==> config.mk <==
export PLATFORM = sky130hd
export DESIGN_NAME = immed_table_flat
export DESIGN_NICKNAME = d
export VERILOG_FILES = /design/src/rtl/immed_table_pkg.sv /design/src/rtl/immed_table_if.sv /design/src/rtl/immed_table.sv /design/src/flat_wrapper.sv
export SDC_FILE = /design/constraint.sdc
export NUM_CORES = 1
export LEC_CHECK = 0
export CORE_ASPECT_RATIO = 0.9
export CORE_MARGIN = 2
export CORE_UTILIZATION = 45
export DETAILED_ROUTE_END_ITERATION = 7
export HOLD_SLACK_MARGIN = 0.12
export PLACE_DENSITY_LB_ADDON = 0.25
export SYNTH_ARGS = -nofsm -noshare
export SYNTH_HDL_FRONTEND = slang
export SYNTH_SLANG_ARGS = --single-unit
==> constraint.sdc <==
create_clock -name Clk -period 1.7 [get_ports Clk]
set_clock_uncertainty 0.1 [all_clocks]
set_input_delay 0.34 -clock Clk [delete_from_list [all_inputs] [get_ports Clk]]
set_output_delay 0.34 -clock Clk [all_outputs]
set_load 0.05 [all_outputs]
==> src/rtl/immed_table_pkg.sv <==
// Shared types and default-value function for the programmable immediate table.
// Defaults: 0, then powers of two 1..2^(H-1), then -1, -2, ... -2^(H-2).
package immed_pkg;

  typedef enum logic {
    IDLE    = 1'b0,
    RESTORE = 1'b1
  } immed_state_t;

  localparam int MAX_W = 64;

  // Computes at 64 bits, then masks to width; the caller casts to its WIDTH.
  function automatic logic [MAX_W-1:0] immed_default(input int idx, input int width,
                                                     input int idx_w);
    int               h;
    logic [MAX_W-1:0] v;
    logic [MAX_W-1:0] mask;
    h = (1 << idx_w) / 2;
    if (idx == 0) begin
      v = '0;
    end else if (idx <= h) begin
      v = 64'd1 << (idx - 1);
    end else begin
      v = -(64'd1 << (idx - h - 1));
    end
    mask = (width >= MAX_W) ? {MAX_W{1'b1}} : ~({MAX_W{1'b1}} << width);
    return v & mask;
  endfunction

endpackage

==> src/rtl/immed_table_if.sv <==
// Operand-B read path, single-entry write port and restore control for immed_table.
// Write handshake: a write is taken at a rising edge where wr_valid && wr_ready; the master
// holds wr_valid/wr_idx/wr_data stable until then, and wr_ready never depends on wr_valid.
interface immed_table_if #(
  parameter int WIDTH = 8,
  parameter int IDX_W = 3
);
  logic             ALUSrc;
  logic [IDX_W-1:0] immed;
  logic [WIDTH-1:0] datB;
  logic [WIDTH-1:0] inB;
  logic             wr_valid;
  logic             wr_ready;
  logic [IDX_W-1:0] wr_idx;
  logic [WIDTH-1:0] wr_data;
  logic             restore_req;
  logic             busy;
  logic             done;

  modport master (
    output ALUSrc, immed, datB, wr_valid, wr_idx, wr_data, restore_req,
    input  inB, wr_ready, busy, done
  );

  modport slave (
    input  ALUSrc, immed, datB, wr_valid, wr_idx, wr_data, restore_req,
    output inB, wr_ready, busy, done
  );
endinterface

==> src/rtl/immed_table.sv <==
// Programmable immediate table with built-in ALUSrc operand-B mux and a restore FSM
// that walks every entry back to its default, one per cycle.
module immed_table
  import immed_pkg::*;
#(
  parameter int WIDTH = 8,
  parameter int IDX_W = 3
) (
  input  logic         Clk,
  input  logic         Reset_n,
  immed_table_if.slave bus,
  output immed_state_t state_o
);

  localparam int DEPTH = 1 << IDX_W;

  immed_state_t     state_q, state_d;
  logic [IDX_W-1:0] ctr_q, ctr_d;
  logic             done_q, done_d;
  logic             wr_fire;
  logic [WIDTH-1:0] def_tab [DEPTH];
  logic [WIDTH-1:0] table_q [DEPTH];

  for (genvar g = 0; g < DEPTH; g++) begin : g_def
    assign def_tab[g] = WIDTH'(immed_default(g, WIDTH, IDX_W));
  end

  always_ff @(posedge Clk or negedge Reset_n) begin
    if (!Reset_n) begin
      state_q <= IDLE;
      ctr_q   <= '0;
      done_q  <= 1'b0;
    end else begin
      state_q <= state_d;
      ctr_q   <= ctr_d;
      done_q  <= done_d;
    end
  end

  // A restore_req seen while already restoring is deliberately ignored.
  always_comb begin
    state_d = state_q;
    ctr_d   = ctr_q;
    done_d  = 1'b0;
    case (state_q)
      IDLE: begin
        if (bus.restore_req) begin
          state_d = RESTORE;
          ctr_d   = '0;
        end
      end
      RESTORE: begin
        ctr_d = ctr_q + 1'b1;
        if (ctr_q == IDX_W'(DEPTH - 1)) begin
          state_d = IDLE;
          done_d  = 1'b1;
        end
      end
      default: state_d = IDLE;
    endcase
  end

  assign bus.wr_ready = (state_q == IDLE) && !bus.restore_req;
  assign wr_fire      = bus.wr_valid && bus.wr_ready;

  always_ff @(posedge Clk or negedge Reset_n) begin
    if (!Reset_n) begin
      for (int i = 0; i < DEPTH; i++) begin
        table_q[i] <= WIDTH'(immed_default(i, WIDTH, IDX_W));
      end
    end else if (state_q == RESTORE) begin
      table_q[ctr_q] <= def_tab[ctr_q];
    end else if (wr_fire) begin
      table_q[bus.wr_idx] <= bus.wr_data;
    end
  end

  assign bus.inB  = bus.ALUSrc ? table_q[bus.immed] : bus.datB;
  assign bus.busy = (state_q == RESTORE);
  assign bus.done = done_q;
  assign state_o  = state_q;

endmodule

==> src/flat_wrapper.sv <==
// flat-port wrapper written by rule: the top's interface ports become plain ports
module immed_table_flat import immed_pkg::*;
#(
  parameter int WIDTH = 8,
  parameter int IDX_W = 3
)
  (Clk, Reset_n, state_o, bus_ALUSrc, bus_immed, bus_datB, bus_wr_valid, bus_wr_idx, bus_wr_data, bus_restore_req, bus_inB, bus_wr_ready, bus_busy, bus_done);
  immed_table_if #(.WIDTH(WIDTH), .IDX_W(IDX_W)) bus_i ();
  input  logic Clk;
  input  logic Reset_n;
  output immed_state_t state_o;
  input wire logic [$bits(bus_i.ALUSrc)-1:0] bus_ALUSrc;
  input wire logic [$bits(bus_i.immed)-1:0] bus_immed;
  input wire logic [$bits(bus_i.datB)-1:0] bus_datB;
  input wire logic [$bits(bus_i.wr_valid)-1:0] bus_wr_valid;
  input wire logic [$bits(bus_i.wr_idx)-1:0] bus_wr_idx;
  input wire logic [$bits(bus_i.wr_data)-1:0] bus_wr_data;
  input wire logic [$bits(bus_i.restore_req)-1:0] bus_restore_req;
  output wire logic [$bits(bus_i.inB)-1:0] bus_inB;
  output wire logic [$bits(bus_i.wr_ready)-1:0] bus_wr_ready;
  output wire logic [$bits(bus_i.busy)-1:0] bus_busy;
  output wire logic [$bits(bus_i.done)-1:0] bus_done;
  assign bus_i.ALUSrc = bus_ALUSrc;
  assign bus_i.immed = bus_immed;
  assign bus_i.datB = bus_datB;
  assign bus_i.wr_valid = bus_wr_valid;
  assign bus_i.wr_idx = bus_wr_idx;
  assign bus_i.wr_data = bus_wr_data;
  assign bus_i.restore_req = bus_restore_req;
  assign bus_inB = bus_i.inB;
  assign bus_wr_ready = bus_i.wr_ready;
  assign bus_busy = bus_i.busy;
  assign bus_done = bus_i.done;
  immed_table #(.WIDTH(WIDTH), .IDX_W(IDX_W)) u_core (.Clk(Clk), .Reset_n(Reset_n), .bus(bus_i), .state_o(state_o));
endmodule
# Word level (Yosys, flattened, before mapping)
# Memories as Yosys holds them, arrays and structs flattened.
# Index checks and enable logic that the tools add are counted.
[classes]
reduce_logical = 6
order_cmp = 5
add_sub_neg = 1
bitwise = 4
n_eq_ne = 2
muxes = 21
[ops]
columns = ["op", "count"]
rows = [
  ["$bwmux W64", 2],
  ["$mux W64", 2],
  ["$mux W8", 7],
  ["$demux W8 S3", 2],
  ["$bmux W8 S3", 1],
  ["$ge A4 B4 Y1 const B", 3],
  ["$not A3 Y4", 3],
  ["$lt A4 B1 Y1 const B", 2],
  ["$pmux W3 S2", 1],
  ["$logic_and A1 B1 Y1", 4],
  ["$mux W1", 4],
  ["$add A3 B1 Y3 const B", 1],
  ["$eq A3 B3 Y1 const B", 1],
  ["$mux W3", 1],
  ["$ne A2 B2 Y1 const B", 1],
  ["$pmux W1 S2", 1],
  ["$reduce_bool A2 Y1", 1],
  ["$logic_not A1 Y1", 1],
  ["$not A1 Y1", 1],
]
[word_totals]
in_bits = 27
romBits = 64
output_inout_bits = 12
memories = 1
regBits = 69
wordCells = 51
[mem_list]
columns = ["memory", "depth", "width", "read_ports", "rd_clocked_by_memory_dff", "wr", "line_no", "rtl"]
rows = [
  ["(no name shown)", 8, 8, 1, 0, 0, "immed_table.sv:72", "table_q[ctr_q] <= def_tab[ctr_q];"],
]

# Depth between registers and ports, before layout
# Gate-level depths: netlist of run 1.
[depth]
word_depth = 8
depth_mapped = 7
ltp_nobuf = 6

# Worst setup path after synthesis of run 1
# No wires, ideal clock.
[synth_path]
path_type = "input-to-output"
start = "in bus_immed[2]"
end = "out bus_inB[5]"
cell_stages = 5
t_required_ps = 1260
path_slack_ps = -618
t_arrival_ps = 1878
path_buffers = 2
cell_sequence = "clkbuf_1 > buf_2 > mux4_2 > mux2i_1 > a21oi_1"
[synth_between]
elab_chain_len = 5
[synth_rtl]
columns = ["element", "line_no", "rtl"]
rows = [
  ["start, declared", "flat_wrapper.sv:13", "input wire logic [$bits(bus_i.immed)-1:0] bus_immed;"],
  ["$not A3 Y4 (not written as such)", "immed_table.sv:78", "assign bus.inB = bus.ALUSrc ? table_q[bus.immed] : bus.datB;"],
  ["$bmux W8 S3", "immed_table.sv:78", ""],
  ["$mux W8 (not written as such) (2 in series)", "immed_table.sv:78", ""],
  ["$mux W8", "immed_table.sv:78", ""],
  ["end, declared", "flat_wrapper.sv:19", "output wire logic [$bits(bus_i.inB)-1:0] bus_inB;"],
]
# Every way passes these cells. The select of a mux whose other input is x is not followed.

# Worst setup path in the final report of run 1
[layout_path]
start = "reg u_core.table_q[31] (netlist name)"
end = "out bus_inB[7]"
[layout_between]
elab_chain_len = 4
[layout_rtl]
columns = ["element", "line_no", "rtl"]
rows = [
  ["start, declared", "immed_table.sv:22", "logic [WIDTH-1:0] table_q [DEPTH];"],
  ["start signal, assigned by index", "immed_table.sv:69", "table_q[i] <= WIDTH'(immed_default(i, WIDTH, IDX_W));"],
  ["start signal, assigned by index", "immed_table.sv:72", ""],
  ["start signal, assigned by index", "immed_table.sv:74", "table_q[bus.wr_idx] <= bus.wr_data;"],
  ["$bmux W8 S3", "immed_table.sv:78", ""],
  ["$mux W8 (not written as such) (2 in series)", "immed_table.sv:78", ""],
  ["$mux W8", "immed_table.sv:78", ""],
]
# Every way passes these cells. The select of a mux whose other input is x is not followed.

==> results of run 1 <==
[cell usage in the layout (no fill, tap or decap), types with 4 or more instances in the layout]
cell type        Yosys  routed
a2bb2oi_2            0       6
nand2b_1             9       8
nand2_1             16      14
o221ai_1            10       6
mux2i_4              0       6
dfrtp_1             44      42
inv_1               10       8
o221ai_2             2       6
buf_12               0      12
o21ai_0             25      14
ha_1                 8       7
nand3_1             35      19
a21oi_4              0       8
nand3_2              0      16
clkbuf_8             0      10
clkdlybuf4s50_1      0      19
a22oi_1              6       5
a21oi_1             23      14
o22ai_1              7       4
dfstp_2             25      25
buf_4                2      76
o21ai_1             16      26
buf_6                0      19
a2bb2oi_1           12       6
mux4_2              16      16
nor2_1              17      16
[kinds of logic (layout without fill, tap and decap cells)]
family | count (synthesis) | in the layout | share of synthesized area (%)
multiplexers | 28 | 28 | 12.7
flip-flops | 69 | 69 | 46.2
buffers and inverters | 39 | 162 | 4.57
AO/OA/AOI/OAI | 111 | 111 | 18.8
XOR/XNOR | 1 | 1 | 0.230
AND/OR/NAND/NOR | 100 | 101 | 14.9
adder cells (fa/ha/maj) | 8 | 8 | 2.63
[power groups by stage]
stage | logic, mW | clock network, mW | registers, mW
after floorplan | 2.57 | 0 | 2.75
after global placement | 3.99 | 0 | 2.96
after detailed placement | 4.09 | 0 | 2.96
after CTS | 4.43 | 1.69 | 2.92
after global routing | 5.27 | 1.77 | 3.03
final | 4.92 | 1.69 | 2.97
[cell type report]
| class | count | area (µm²) |
|---|---|---|
| well taps | 99 | 124 |
| inverters | 10 | 37.5 |
| clock buffers | 11 | 141 |
| multi-input cells | 249 | 2370 |
| repair buffers | 136 | 1380 |
| fillers | 548 | 2230 |
| flip-flops and latches | 69 | 1760 |
| clock inverters | 5 | 106 |
[sequential cells by signal (all words and copies together), names as in the netlist]
register,flops
u_core.bus.busy,1
u_core.bus.done,1
u_core.ctr_q,3
u_core.table_q,64
[Yosys cell counts, types with 2 or more instances]
cell type / count
dfrtp_1: 44
nand3_1: 35
dfstp_2: 25
o21ai_0: 25
a21oi_1: 23
nor2_1: 17
mux4_2: 16
nand2_1: 16
o21ai_1: 16
buf_2: 15
a2bb2oi_1: 12
inv_1: 10
o221ai_1: 10
clkbuf_1: 9
mux2i_1: 9
nand2b_1: 9
ha_1: 8
o22ai_1: 7
a22oi_1: 6
nor2b_1: 5
a22o_1: 3
mux2_2: 3
a21o_1: 2
a31oi_1: 2
and4b_1: 2
buf_1: 2
buf_4: 2
nand3b_2: 2
nand4bb_1: 2
o221ai_2: 2
[what timing repair did]
item | in CTS | in global routing
hold buffers | 1 | 0
pin swaps | 6 | 16
gates cloned | 3 | 1
setup buffers | 5 | 6
gates resized for setup | 34 | 47
hold endpoints to repair | 44 | 0
endpoints found under the setup margin | 18 | 53
[worst max-delay path: stages, from the launching register on]
cell and delay, ps:
dfrtp_1 430, mux4_2 480, mux2i_2 210, a21oi_4 80, buf_6 150
[layer usage]
layer | wire, µm | global-route usage [%] | up-vias
li1 | - | - | 1583
met1 | 5200 | 38.3 | 1794
met2 | 6020 | 42.9 | 196
met3 | 1160 | 7.24 | 27
met4 | 228 | 7.43 | 0
met5 | 0 | 0 | -
[final timing paths]
kind	from	end	slack, ps
min in group asynchronous	Reset_n	u_core.table_q[63]$_DFFE_PN0P_	420
min reg2reg	u_core.table_q[14]$_DFFE_PN1P_	u_core.table_q[14]$_DFFE_PN1P_	390
max	u_core.table_q[31]$_DFFE_PN0P_	bus_inB[7]	-450
min	u_core.table_q[14]$_DFFE_PN1P_	u_core.table_q[14]$_DFFE_PN1P_	390
max reg2reg	u_core.bus.busy$_DFF_PN0_	u_core.table_q[9]$_DFFE_PN1P_	10
max in group asynchronous	Reset_n	u_core.table_q[23]$_DFFE_PN1P_	730
==> results.py, run 1 <==
metrics = {
    "logic_synthesis": {
        "synth_area_leader_cell": "dfrtp_1",
        "synth_cell_type_count": 47,
        "ys_ff_latch": 69,
        "async_flop_share_pct": 100,
        "yosysTopAreaCellShare_pct": 28.9,
        "yosysWarnings": 0,
        "syn_inst": 356,
        "synth_nets": 391,
        "seq_area_frac_synth_pct": 46.2,
        "yosys_most_used_dff": "dfrtp_1",
        "avgSynthCellArea_um2": 10.7,
        "synth_edf_count": 0,
        "synth_area_leaders": "dfrtp_1 29%, dfstp_2 17%, mux4_2 9.5%",
        "syn_area_mm2": 0.00381,
    },
    "clocking": {
        "cts_tree": "done",
        "worstSkewPairLatency_ps": 350,
        "clockRootBuffer": "clkbuf_8",
        "htree_levels": 3,
        "clock_path_buffers": 2,
        "clk_pin_slew_worst_paths_ps": 70,
        "numCtsBuffers": 9,
        "cts_sinks": 69,
    },
    "timing": {
        "post-route-period-util_pct": 126,
        "hold_viol_final": 0,
        "slew_violations": 0,
        "setup_viol": 9,
        "rsz0062_at_grt": "yes",
        "slew_headroom_pct": 74.9,
        "holdWs_ps": 390,
        "worst_slew_pin_slew_ps": 376,
        "finalSetupTns_ps": -3450,
        "period_needed_ps": 2150,
        "worst_slack_ps": -447,
        "max_clock_freq_mhz": 466,
    },
    "power": {
        "seq_power_share_pct": 31.1,
        "cellInternalPower_mw": 5.94,
        "swShare_pct": 38.0,
        "ir_drop_mv": 1.10,
        "p_switching_mw": 3.64,
        "clkPwrFrac_pct": 17.6,
        "leakagePower_nw": 2.52,
        "total_power_mw": 9.58,
        "combPwrFrac_pct": 51.3,
        "power_density_mw_per_mm2": 1620,
    },
    "routing": {
        "drt_iter0_drc": 259,
        "drtAntennaViolNets": 0,
        "wire_per_inst_um": 21.8,
        "route.detailed.drc": 0,
        "vias": 3600,
        "via_per_inst": 6.22,
        "firstDrtPassIters": 5,
        "drt-total-wl_mm": 12.6,
    },
    "die": {
        "die_h_um": 91.3,
        "die-area_mm2": 0.00922,
        "initial_core_util_pct": 46.8,
        "coreArea_mm2": 0.00815,
        "io_pins": 39,
        "die_w_um": 101,
        "rows": 31,
    },
    "worst_setup_path": {
        "ff2ff_path_depth": 6,
        "worstSetupStartpointType": "flip-flop",
        "arrival_ps": 1710,
        "path_max_fanout": 2,
        "critPathCaptureType": "output pin",
        "cp.required_ps": 1260,
        "crit_type": "flip-flop to output pin",
    },
    "run_status": {
        "failed_checks": "negative setup slack",
        "status": "finished with violations",
    },
    "layout": {
        "area_growth_pct": 55.3,
        "drive_gt1_share_pct": 51.7,
        "final_cell_count_no_fill": 579,
        "fin_area_mm2": 0.00592,
        "diodes": 0,
        "fin_util_pct": 72.6,
        "nNetsFinal": 510,
    },
    "grt": {
        "grt_pass1_wl_mm": 19.1,
        "globalRouteTotalUtil_pct": 27.5,
        "grt_max_degree": 70,
        "grt_pass1_vias": 3600,
        "antenna_found_initial": 0,
        "overflow": 0,
    },
    "placement": {
        "hpwlAfterDp_mm": 8.46,
        "preCtsSetupSlack_ps": -779,
        "port_buffers": 38,
        "placed_area_mm2": 0.00517,
        "dp.cells": 549,
        "gp_congestion": 0.894,
    },
    "run": {
        "drv_cap": 0,
    },
    "min_path": {
        "hold_path_depth": 2,
        "hold_class": "flip-flop to flip-flop",
    },
}
No activity file was read; power rests on OpenSTA's default activity.
==> inputs of run 2 (changes only) <==
--- a/config.mk
+++ b/config.mk
@@ -10,7 +10,7 @@
 export CORE_UTILIZATION = 45
 export DETAILED_ROUTE_END_ITERATION = 7
 export HOLD_SLACK_MARGIN = 0.12
-export PLACE_DENSITY_LB_ADDON = 0.25
+export PLACE_DENSITY = 0.66
 export SYNTH_ARGS = -nofsm -noshare
 export SYNTH_HDL_FRONTEND = slang
 export SYNTH_SLANG_ARGS = --single-unit
==> results.py, run 2 (synthesis gave the netlist of run 1 again) <==
metrics = {
    "run_status": {
        "status": "finished with violations",
        "failed_checks": "negative setup slack",
    },
    "grt": {
        "grt_pass1_wl_mm": 19.1,
        "overflow": 0,
        "globalRouteTotalUtil_pct": 27.3,
        "grt_pass1_vias": 3561,
        "antenna_found_initial": 0,
        "grt_max_degree": 34,
    },
    "routing": {
        "via_per_inst": 5.99,
        "wire_per_inst_um": 20.7,
        "route.detailed.drc": 0,
        "firstDrtPassIters": 4,
        "drt-total-wl_mm": 12.5,
        "drt_iter0_drc": 212,
        "drtAntennaViolNets": 0,
        "vias": 3622,
    },
    "worst_setup_path": {
        "worstPathCellList": "mux4_2 -> mux2i_4 -> a21oi_4 -> buf_6",
        "crit_slowest_cell": "mux4_2",
        "worstSetupStartpointType": "flip-flop",
        "critPathCaptureType": "output pin",
        "path_buf_inv": 1,
        "arrival_ps": 1720,
        "crit_type": "flip-flop to output pin",
        "worst_path_dominant_cell_family": "multiplexers",
        "slowest_delay_ps": 520,
        "path_max_fanout": 2,
        "cp.required_ps": 1260,
    },
    "clocking": {
        "cts_sinks": 69,
        "clk_pin_slew_worst_paths_ps": 80,
        "numCtsBuffers": 9,
        "clockRootBuffer": "clkbuf_8",
        "htree_levels": 3,
        "cts_tree": "done",
        "worstSkewPairLatency_ps": 350,
        "clock_path_buffers": 2,
    },
    "timing": {
        "rsz0062_at_grt": "yes",
        "holdWs_ps": 315,
        "period_needed_ps": 2160,
        "max_clock_freq_mhz": 463,
        "worst_slew_pin_slew_ps": 459,
        "post-route-period-util_pct": 127,
        "slew_headroom_pct": 69.4,
        "hold_viol_final": 0,
        "setup_viol": 18,
        "worst_slack_ps": -460,
        "finalSetupTns_ps": -3620,
        "slew_violations": 0,
    },
    "die": {
        "die_h_um": 91.3,
        "die-area_mm2": 0.00922,
        "initial_core_util_pct": 46.8,
        "die_w_um": 101,
        "rows": 31,
        "io_pins": 39,
        "coreArea_mm2": 0.00815,
    },
    "placement": {
        "port_buffers": 38,
        "hpwlAfterDp_mm": 8.57,
        "gp_congestion": 0.876,
    },
    "layout": {
        "area_growth_pct": 61.3,
        "diodes": 0,
        "top_regs": "u_core.table_q: 64 flops, u_core.ctr_q: 3 flops",
        "nNetsFinal": 536,
        "top_register": "u_core.table_q",
        "layout_commonest_cell": "buf_4",
        "largest_reg_flops": 64,
        "drive_gt1_share_pct": 56.9,
        "fin_util_pct": 75.4,
        "final_cell_mix": "97 x buf_4, 40 x dfrtp_1, 25 x dfstp_2",
    },
    "power": {
        "ir_drop_mv": 1.16,
        "power_density_mw_per_mm2": 1530,
        "total_power_mw": 9.42,
        "leakagePower_nw": 2.63,
    },
    "run": {
        "drv_cap": 0,
    },
    "min_path": {
        "hold_class": "input port to async pin",
    },
}
-- run 2: what timing repair did --
| action | in CTS | in global routing |
|---|---|---|
| endpoints found under the setup margin | 35 | 62 |
| pin swaps | 3 | 18 |
| hold buffers | 1 | 0 |
| setup buffers | 11 | 7 |
| hold endpoints to repair | 44 | 0 |
| resized for setup | 37 | 63 |
| gates cloned | 4 | 1 |
-- run 2: worst reg2reg max path: stages, from the launching register on --
cell and delay [ps]:
dfrtp_2 460, buf_6 140, nor4b_4 260, buf_6 190, nand3b_4 150, buf_12 180, nand3_4 70, o21ai_2 50
-- run 2: cell type report --
class	instances	area (µm²)
clock buffers	10	138
clock inverters	6	46.3
fillers	540	2000
inverters	10	37.5
multi-input cells	249	2440
flip-flops and latches	69	1760
well taps	99	124
repair buffers	162	1600
-- run 2: worst paths after layout --
kind	depth (start not counted)	slack, ps	to	from
worst max-delay path	4	-460	bus_inB[4]	u_core.table_q[28]$_DFFE_PN0P_
worst min-delay path	2	310	u_core.table_q[61]$_DFFE_PN0P_	Reset_n
worst max register to register	7	-30	u_core.table_q[52]$_DFFE_PN0P_	u_core.bus.busy$_DFF_PN0_
worst min register to register	2	400	u_core.table_q[14]$_DFFE_PN1P_	u_core.table_q[14]$_DFFE_PN1P_
max in group asynchronous	3	620	u_core.table_q[16]$_DFFE_PN1P_	Reset_n
min in group Clk	2	400	u_core.table_q[14]$_DFFE_PN1P_	u_core.table_q[14]$_DFFE_PN1P_
-- run 2: stage by stage --
step | setup slack (ps) | instances | instance area, µm²
3_5_place_dp | -822 | 565 | 5280
6_report | -460 | 605 | 6140
3_3_place_gp | -758 | 565 | 5280
4_1_cts | -465 | 597 | 5760
2_1_floorplan | -167 | 356 | 4120
5_1_grt | -494 | 605 | 6140
-- run 2: report_power, final --
| group | internal (mW) | switching, mW | leakage [nW] |
|---|---|---|---|
| Sequential | 2.45 | 0.563 | 0.835 |
| Combinational | 2.66 | 2.49 | 1.70 |
| Clock | 0.576 | 0.673 | 0.0889 |
-- run 2: metal layers --
layer	track usage [%]	routed length [µm]	share of wire [%]
met4	10.8	284	2.3
met5	0	0	0
met1	41.0	5570	44
met3	3.62	882	7.0
met2	40.1	5800	46
==> inputs of run 3 (changes only) <==
--- a/config.mk
+++ b/config.mk
@@ -7,10 +7,10 @@
 export LEC_CHECK = 0
 export CORE_ASPECT_RATIO = 0.9
 export CORE_MARGIN = 2
-export CORE_UTILIZATION = 45
+export CORE_UTILIZATION = 35
 export DETAILED_ROUTE_END_ITERATION = 7
 export HOLD_SLACK_MARGIN = 0.12
-export PLACE_DENSITY = 0.66
+export PLACE_DENSITY = 0.54
 export SYNTH_ARGS = -nofsm -noshare
 export SYNTH_HDL_FRONTEND = slang
 export SYNTH_SLANG_ARGS = --single-unit
==> results.py, run 3 (synthesis gave the netlist of run 1 again) <==
metrics = {
    "run_status": {
        "status": "finished with violations",
        "failed_checks": "negative setup slack",
    },
    "grt": {
        "globalRouteTotalUtil_pct": 22.5,
        "grt_pass1_wl_mm": 19.6,
        "antenna_found_initial": 0,
        "grt_pass1_vias": 3413,
        "overflow": 0,
        "grt_max_degree": 70,
    },
    "routing": {
        "firstDrtPassIters": 4,
        "drt-total-wl_mm": 13.3,
        "drtAntennaViolNets": 0,
        "wire_per_inst_um": 20.9,
        "via_per_inst": 5.53,
        "route.detailed.drc": 0,
        "vias": 3518,
        "drt_iter0_drc": 174,
    },
    "timing": {
        "holdWs_ps": 390,
        "rsz0062_at_grt": "yes",
        "slew_headroom_pct": 74.2,
        "post-route-period-util_pct": 127,
        "slew_violations": 0,
        "worst_slew_pin_slew_ps": 388,
        "period_needed_ps": 2160,
        "worst_slack_ps": -457,
        "hold_viol_final": 0,
        "finalSetupTns_ps": -4560,
        "max_clock_freq_mhz": 464,
        "setup_viol": 30,
    },
    "worst_setup_path": {
        "rr_startpoint": "u_core.bus.busy$_DFF_PN0_",
        "crit_slowest_cell": "mux4_2",
        "r2r-end": "u_core.table_q[31]$_DFFE_PN0P_",
        "slowest_delay_ps": 520,
        "crit_type": "flip-flop to output pin",
        "worstPathCellList": "mux4_2 -> mux2i_4 -> a21oi_4 -> buf_6",
        "rrSetupSlack_ps": -100,
        "critPathCaptureType": "output pin",
        "arrival_ps": 1720,
        "worstSetupStartpointType": "flip-flop",
        "path_max_fanout": 2,
        "path_buf_inv": 1,
        "cp.required_ps": 1260,
        "ff2ff_path_depth": 7,
        "worst_path_dominant_cell_family": "multiplexers",
    },
    "layout": {
        "area_growth_pct": 68.3,
        "fin_area_mm2": 0.00641,
        "nNetsFinal": 533,
        "top_regs": "u_core.table_q: 64 flops, u_core.ctr_q: 3 flops",
        "layout_commonest_cell": "buf_4",
        "final_cell_mix": "89 x buf_4, 40 x dfrtp_1, 26 x nand3_2",
        "drive_gt1_share_pct": 60.2,
        "top_register": "u_core.table_q",
        "diodes": 0,
        "fillers": 897,
        "largest_reg_flops": 64,
    },
    "clocking": {
        "htree_levels": 3,
        "clk_pin_slew_worst_paths_ps": 70,
        "clock_path_buffers": 2,
        "worstSkewPairLatency_ps": 340,
        "cts_tree": "done",
        "numCtsBuffers": 9,
        "clockRootBuffer": "clkbuf_16",
        "cts_sinks": 69,
    },
    "placement": {
        "hpwlAfterDp_mm": 8.86,
        "placed_area_mm2": 0.00528,
        "gp_congestion": 0.873,
        "port_buffers": 38,
    },
    "die": {
        "io_pins": 39,
        "die_w_um": 114,
        "die-area_mm2": 0.0117,
        "die_h_um": 103,
        "initial_core_util_pct": 35.5,
        "rows": 36,
        "coreArea_mm2": 0.0107,
    },
    "power": {
        "power_density_mw_per_mm2": 1590,
        "leakagePower_nw": 2.67,
        "total_power_mw": 10.2,
        "ir_drop_mv": 0.774,
    },
    "min_path": {
        "min-delay-start": "u_core.table_q[12]$_DFFE_PN1P_",
        "hold_class": "flip-flop to flip-flop",
        "hold_path_depth": 2,
        "hold_end": "u_core.table_q[12]$_DFFE_PN1P_",
    },
    "run": {
        "drv_cap": 0,
    },
}
## run 3: cell count changes in the layout (fill, tap and decap cells not counted), moves of 3 or more
cell / before / now
nand3_1: 13 / 6
o21ai_0: 17 / 12
nand3_2: 19 / 26
clkbuf_16: 1 / 11
clkbuf_8: 10 / 0
ha_1: 7 / 4
o21ai_1: 18 / 23
a2bb2oi_2: 6 / 9
a2bb2oi_1: 6 / 3
buf_4: 97 / 89
## run 3: layout make-up
| type | count | area (µm²) | share of cell area (%) |
|---|---|---|---|
| Sequential cell | 69 | 1760 | 27.5 |
| Clock buffer | 9 | 225 | 3.51 |
| Timing Repair Buffer | 159 | 1620 | 25.3 |
| Inverter | 10 | 40.0 | 0.625 |
| Tap cell | 133 | 166 | 2.60 |
| Clock inverter | 7 | 50.0 | 0.781 |
| Multi-Input combinational cell | 249 | 2540 | 39.7 |
## run 3: worst register-to-register path, delay by kind of cell, from the launching register on
family | cells | cell delay [ps]
DFF | 1 | 430
and+or+nand+nor | 1 | 250
AOI/OAI and AO/OA | 2 | 410
buffers and inverters | 4 | 530
## run 3: worst max path at each step
stage,startpoint,to,cells after the start
after floorplan,u_core.bus.busy$_DFF_PN0_,u_core.table_q[56]$_DFFE_PN0P_,5
after global placement,bus_immed[0],bus_inB[0],7
after detailed placement,bus_immed[1],bus_inB[5],6
after CTS,u_core.table_q[8]$_DFFE_PN0P_,bus_inB[0],5
after global routing,u_core.table_q[8]$_DFFE_PN0P_,bus_inB[0],5
final,u_core.table_q[51]$_DFFE_PN0P_,bus_inB[3],4
## run 3: timing repair
action                                  CTS  global route
pin swaps                                10            22
endpoints found under the setup margin   44            65
buffers inserted                          9             9
resized for setup                        52            83
hold buffers                              1             0
endpoints found under the hold margin    44             0
gates cloned                              4             2
## run 3: where the power goes
part | total (mW) | switching, mW | internal (mW)
registers | 3.05 | 0.595 | 2.45
clock network | 1.76 | 0.776 | 0.989
logic | 5.40 | 2.60 | 2.80
## run 3: metal layers
metal	share of wire [%]	vias to the layer above	global-route usage, %
li1	-	1632	-
met1	44	1762	32.2
met2	48	114	34.6
met3	6.5	10	5.53
met4	0.99	0	5.44
met5	0	-	0
## run 3: through the flow
stage                     cells  util [%]  worst slack (ps)
final                       636      59.8              -457
after global routing        636      59.8              -506
after CTS                   626      55.3              -448
after detailed placement    596      49.3              -780
after global placement      596      49.3              -757
after floorplan             356         -              -167
==> patch 1, RTL diff (settings of run 3) <==
`IDX_W` is set to 3 in 3 places; all go to 4.
--- a/src/rtl/immed_table_if.sv
+++ b/src/rtl/immed_table_if.sv
@@ -4,5 +4,5 @@
 interface immed_table_if #(
   parameter int WIDTH = 8,
-  parameter int IDX_W = 3
+  parameter int IDX_W = 4
 );
   logic             ALUSrc;
--- a/src/rtl/immed_table.sv
+++ b/src/rtl/immed_table.sv
@@ -5,5 +5,5 @@
 #(
   parameter int WIDTH = 8,
-  parameter int IDX_W = 3
+  parameter int IDX_W = 4
 ) (
   input  logic         Clk,
--- a/src/flat_wrapper.sv
+++ b/src/flat_wrapper.sv
@@ -3,5 +3,5 @@
 #(
   parameter int WIDTH = 8,
-  parameter int IDX_W = 3
+  parameter int IDX_W = 4
 )
   (Clk, Reset_n, state_o, bus_ALUSrc, bus_immed, bus_datB, bus_wr_valid, bus_wr_idx, bus_wr_data, bus_restore_req, bus_inB, bus_wr_ready, bus_busy, bus_done);
Interface: changed (resized bus_immed and bus_wr_idx); port bits go from 39 to 41. The function was not compared with the original's and may differ.
==> patch 1 against run 3 <==
  * The flow still finishes with violations (setup timing)
  * Synthesized area grew 90%
  * Setup slack lost 0.29 ns
  * Worst hold slack worse by 0.10 ns
  * Routed wire length rose to 2.5 times the old value
  * Cell area up 110%
  * Register-to-register slack worse by 0.20 ns
  * Power is 96% higher
  * Sequential cell count grew 65
  * Via count rose by 110%
  * Critical endpoint is now bus_inB[1]
  * Largest cell class unchanged
==> patch 1: results (changes against run 3) <==
| Metric | Value |
|---|---|
| Post-synth cell types | `67 (+43%)` |
| HPWL reported at the end of detailed placement | `21580 microns (+140%)` |
| Wire length of the first global-routing pass | `49620 microns (+150%)` |
| Clock insertion delay at the later pin of the skew report | `0.43 ns (+0.09 ns)` |
| Fill cells | `1408 (+57%)` |
| Routed wire length | `33630 microns (+150%)` |
| Clk buf depth | `2 (unchanged)` |
| Worst path setup slack after routing | `-0.7513 ns (-0.2940 ns)` |
| Cell count after synthesis | `660 (+85%)` |
| Violations in the final reports | `setup timing` |
| DRC marker count from the first detailed-route iteration | `839 (+380%)` |
| Static Leakage | `5.452 nW (+100%)` |
| Post-synthesis mux area share | `0.1420 (+0.01486)` |
| Setup violation total in the final timing report | `139 (+360%)` |
| Maximum number of pins on one net before global-route repair | `37 (-47%)` |
| Main area contributors after synthesis | `sky130_fd_sc_hd__dfrtp_1 31%, sky130_fd_sc_hd__dfstp_2 16%, sky130_fd_sc_hd__mux4_2 9.9%, sky130_fd_sc_hd__nand2_1 5.5%, sky130_fd_sc_hd__a221o_1 3.3%` |
| Total Routing Usage GR | `0.3090 (+0.08401)` |
| Number of I/O port buffers | `40 (+5.3%)` |
| Antenna violations before repair | `1 (+1)` |
| DR vias | `7531 (+110%)` |
| Vias in the first global route | `7783 (+130%)` |
| Sequential share of the synthesized area | `0.4698 (+0.008243)` |
| Synthesized Nets | `697 (+78%)` |
| Placer's final routability congestion estimate | `0.9863 (+13%)` |
| Most numerous cell types in the synthesized netlist | `106 x sky130_fd_sc_hd__nand2_1, 91 x sky130_fd_sc_hd__dfrtp_1, 43 x sky130_fd_sc_hd__dfstp_2, 34 x sky130_fd_sc_hd__o21ai_0, 32 x sky130_fd_sc_hd__mux4_2` |
| Area fraction in compound gates after synthesis | `0.1932 (+0.005655)` |
| Worst setup path start | `u_core.table_q[1]` |
| Place WS | `-0.8314 ns (-0.05188 ns)` |
| Largest registers | `u_core.table_q (128), u_core.ctr_q (4)` |
| Layout cell share with drive strength beyond 1 | `0.6902 (+0.08777)` |
| Peak supply drop | `0.001066 V (+38%)` |
| Number of detailed-routing iterations run before antenna repair | `6 (+2)` |
| Level count of the clock H-tree | `4 (+1)` |
| Total negative slack for setup checks | `-29.13 ns (-24.57 ns)` |
| Worst Tran Pin Value | `0.7250 ns (+0.3372 ns)` |
| Net count, final | `989 (+86%)` |
| Number of placed instances, taps included | `1105 (+85%)` |
| Data arrival time of the worst path | `2.01 ns (+0.29 ns)` |
| Outcome | `complete, but fails checks` |
| Xor/xnor share of the synthesized area | `0.001208 (-0.001092)` |
| Post-Synth Adder-Cell Area | `0.01380 (-0.01248)` |
[patch 1: final timing paths]
check / end / slack [ns] / depth (start not counted)
min: u_core.table_q[123] / 0.29 / 2
max: bus_inB[1] / -0.75 / 5
max in group asynchronous: u_core.table_q[39] / 0.58 / 3
min reg2reg: u_core.table_q[25] / 0.39 / 2
min in group Clk: u_core.table_q[25] / 0.39 / 2
max reg2reg: u_core.table_q[51] / -0.30 / 7
[patch 1: worst max-delay path, delay by kind of cell (launching register included)]
family | cells | cell delay [ns]
muxes | 2 | 0.83
DFF | 1 | 0.43
AOI/OAI and AO/OA | 2 | 0.16
buffers and inverters | 1 | 0.15
[patch 1: final cells by class]
cell class                      count  area (sq um)  share of cell area
Multi-Input combinational cell    463          5346              0.4061
Tap cell                          255         319.1             0.02423
Timing Repair Buffer              325          3428              0.2604
Sequential cell                   134          3415              0.2593
Clock buffer                       18         439.2             0.03336
Clock inverter                     14         163.9             0.01245
Inverter                           11         55.05            0.004181
[patch 1: routing by layer]
metal	up-vias	part of all wire	GRT usage	routed length [microns]
met4	2	0.045	0.1342	1528
met5	-	0.00054	0	18
met1	3824	0.40	0.4114	13320
met2	451	0.46	0.4844	15530
li1	3134	-	-	-
met3	120	0.096	0.07085	3232
[patch 1: power by group]
group          switching, W  internal (W)  leakage [nW]
clock               0.00163       0.00224         0.287
sequential         0.000768       0.00430          1.66
combinational       0.00545       0.00562          3.50
total               0.00784        0.0122          5.45
[patch 1: kinds of logic after synthesis]
logic type	Yosys count
compound gates	189
xor+xnor	1
fa+ha+maj	8
buf+inv	65
flops	134
mux	61
simple gates	202
[patch 1: stage by stage]
| stage | power [W] | cell area, sq um |
|---|---|---|
| finish | 0.02001 | 13170 |
| global route | 0.02067 | 13170 |
| CTS | 0.01880 | 12600 |
| detailed placement | 0.01244 | 10060 |
| global placement | 0.01230 | 10060 |
| floorplan | 0.008678 | 7934 |
[patch 1: what timing repair did]
item / CTS / global route
hold buffers: 1 / 0
buffers inserted: 58 / 21
hold endpoints to repair: 94 / 0
gates resized for setup: 288 / 110
pin swaps: 106 / 81
endpoints found under the setup margin: 137 / 142
gates cloned: 12 / 0
==> patch 2, RTL diff (flow settings as in run 3) <==
Without the edit above. Make the reset (`Reset_n`) synchronous in 2 clocked blocks.
--- a/src/rtl/immed_table.sv
+++ b/src/rtl/immed_table.sv
@@ -26,5 +26,5 @@
   end
 
-  always_ff @(posedge Clk or negedge Reset_n) begin
+  always_ff @(posedge Clk) begin
     if (!Reset_n) begin
       state_q <= IDLE;
@@ -64,5 +64,5 @@
   assign wr_fire      = bus.wr_valid && bus.wr_ready;
 
-  always_ff @(posedge Clk or negedge Reset_n) begin
+  always_ff @(posedge Clk) begin
     if (!Reset_n) begin
       for (int i = 0; i < DEPTH; i++) begin
Check against the original RTL: differs if Reset_n is asserted again (counterexample within 4 cycles, from zero or initial values and one cycle with Reset_n low); with Reset_n held inactive, the same outputs for 4 cycles.
==> patch 2 against run 3 <==
  * Cell area shrank 6.2%
  * The flow still finishes with violations (setup timing)
  * Setup slack gained 0.33 ns
  * Sequential cell count is the same
  * Routed wire length shrank 7.8%
  * Via count shrank 3.6%
  * Synthesized area grew 1.7%
  * Highest routed layer unchanged
  * Synthesized cell count shrank 0.56%
  * Sequential share of layout area grew 6.2 points
Power is not compared: it rests on default switching activity, and its combinational part moved more than twofold at a synthesized area within 25%.
==> patch 2: results (changes against run 3) <==
| Metric | Value |
|---|---|
| DR vias | `3390 (-3.6%)` |
| Layout cell share with drive strength beyond 1 | `0.3918 (-0.2106)` |
| Detailed-route wire length on metal 1 | `5409 microns (-8.6%)` |
| Total Routing Usage GR | `0.2114 (-0.01359)` |
| Min-Delay Path Depth | `3 (+1)` |
| Routed wire length | `12250 microns (-7.8%)` |
| Synthesized Nets | `386 (-1.3%)` |
| Sequential share of the synthesized area | `0.5218 (+0.06023)` |
| DRC marker count from the first detailed-route iteration | `227 (+30%)` |
| Startpoint of the worst-slack reg-to-reg timing path | `u_core.bus.busy` |
| HPWL reported at the end of detailed placement | `8313 microns (-6.2%)` |
| Met2 WL | `5700 microns (-11%)` |
| Violations in the final reports | `setup timing` |
| Number of detailed-routing iterations run before antenna repair | `5 (+1)` |
| Number of enable flip-flop cells after synthesis | `64 (+64)` |
| Clock slew seen by the registers of the worst setup and hold paths | `around 0.060 ns` |
| Slowest-stage cell, CP | `sky130_fd_sc_hd__edfxtp_1` |
| Wire length of the first global-routing pass | `18810 microns (-4.1%)` |
| Post-synth cell types | `36 (-23%)` |
| Maximum number of pins on one net before global-route repair | `21 (-70%)` |
| Data arrival time of the worst path | `1.39 ns (-0.33 ns)` |
| Met3 WL post-DR | `756 microns (-13%)` |
| Total negative slack for setup checks | `-1.191 ns (+3.369 ns)` |
| Setup violation total in the final timing report | `25 (-17%)` |
| Placer's final routability congestion estimate | `0.8772 (+0.46%)` |
| Worst slew margin relative to its limit | `0.6665 (-0.07499)` |
| Async S/R FF share, synth | `0 (-1.000)` |
| Most used DFF post-synth | `sky130_fd_sc_hd__edfxtp_1` |
| Net count, final | `489 (-8.3%)` |
| Main area contributors after synthesis | `sky130_fd_sc_hd__edfxtp_1 50%, sky130_fd_sc_hd__mux2i_1 9.3%, sky130_fd_sc_hd__nor2b_1 3.2%, sky130_fd_sc_hd__nand3_1 3.1%, sky130_fd_sc_hd__a22oi_1 3.1%` |
| Worst Path Max Fanout | `1 (-1)` |
| Endpoint of the worst hold path | `u_core.table_q[1][0]` |
| Path depth of the worst reg2reg path | `5 (-2)` |
| Most numerous cell types in the synthesized netlist | `64 x sky130_fd_sc_hd__edfxtp_1, 36 x sky130_fd_sc_hd__mux2i_1, 24 x sky130_fd_sc_hd__nand3_1, 22 x sky130_fd_sc_hd__nor3_1, 20 x sky130_fd_sc_hd__nor2b_1` |
| Tightest Hold Check Type | `input pin to register` |
| Worst path setup slack after routing | `-0.1320 ns (+0.3253 ns)` |
| Min-delay src | `bus_wr_idx[2]` |
| Tightest hold margin | `0.3687 ns (-0.02120 ns)` |
| CP top delay family | `compound AO/OA/AOI/OAI gates` |
| Count of inserted antenna diode cells | `0 (unchanged)` |
| Worst R2R End | `u_core.table_q[1][7]` |
| Worst-case register-to-register setup slack | `-0.02 ns (+0.08 ns)` |
| Outcome | `complete, but fails checks` |
## patch 2: cell types whose count changed after synthesis, moves of 15 or more
cell	change
sky130_fd_sc_hd__edfxtp_1	+64
sky130_fd_sc_hd__dfrtp_1	-44
sky130_fd_sc_hd__mux2i_1	+27
sky130_fd_sc_hd__dfstp_2	-25
sky130_fd_sc_hd__o21ai_0	-25
sky130_fd_sc_hd__nor3_1	+22
sky130_fd_sc_hd__mux4_2	-16
sky130_fd_sc_hd__nor2b_1	+15
## patch 2: worst max-delay path by stage
stage	start	to	cells after the start
2_1_floorplan	u_core.bus.busy	u_core.table_q[5][0]	5
5_1_grt	u_core.table_q[6][4]	bus_inB[4]	4
3_3_place_gp	bus_restore_req	u_core.table_q[6][2]	5
3_5_place_dp	bus_restore_req	u_core.table_q[7][2]	5
6_report	u_core.table_q[6][4]	bus_inB[4]	4
4_1_cts	u_core.table_q[4][1]	bus_inB[1]	4
## patch 2: where the power goes
| group | leakage, nW | switching [W] | internal (W) |
|---|---|---|---|
| clock | 0.147 | 0.000721 | 0.00113 |
| combinational | 1.39 | 0.000466 | 0.000464 |
| sequential | 0.620 | 0.0000202 | 0.00190 |
| total | 2.16 | 0.00121 | 0.00349 |
## patch 2: stage by stage
stage	cell area, sq um	cells	setup WS (ns)
after floorplan	3995	354	-0.1304
after global placement	5166	566	-0.6707
after detailed placement	5166	566	-0.6835
after CTS	5827	589	-0.1601
after global routing	6012	595	-0.1919
final	6012	595	-0.1320
## patch 2: tightest hold or removal path: stages
cell and delay (ns):
sky130_fd_sc_hd__dlymetal6s2s_1 0.15, sky130_fd_sc_hd__nor4_1 0.07, sky130_fd_sc_hd__o21ai_1 0.12
## patch 2: area by class of cell
type	instances	area (sq um)
Multi-Input combinational cell	254	2082
Clock inverter	7	66.31
Fill cell	904	4798
Clock buffer	9	225.2
Tap cell	133	166.4
Timing Repair Buffer	120	1434
Inverter	3	11.26
Sequential cell	69	2027
## patch 2: logic make-up (layout without fill, tap and decap cells)
kind of cell / after synthesis / count (layout) / share of synthesized area
compound gates: 76 / 76 / 0.1263
fa+ha+maj: 5 / 5 / 0.01614
buf+inv: 31 / 139 / 0.03875
flops: 69 / 69 / 0.5218
mux: 39 / 39 / 0.1017
simple gates: 134 / 134 / 0.1953
## patch 2: what timing repair did
action / in CTS / in global routing
buffers inserted: 2 / 7
cloned: 5 / 1
pin swaps: 18 / 16
gates resized for setup: 80 / 31
hold buffers: 0 / 0
setup endpoints to repair: 137 / 109
## patch 2: per-layer routing
layer,track usage,vias up
met4,0.08778,0
met2,0.3277,141
met1,0.2930,1642
met5,0,-
li1,-,1574
met3,0.03452,33
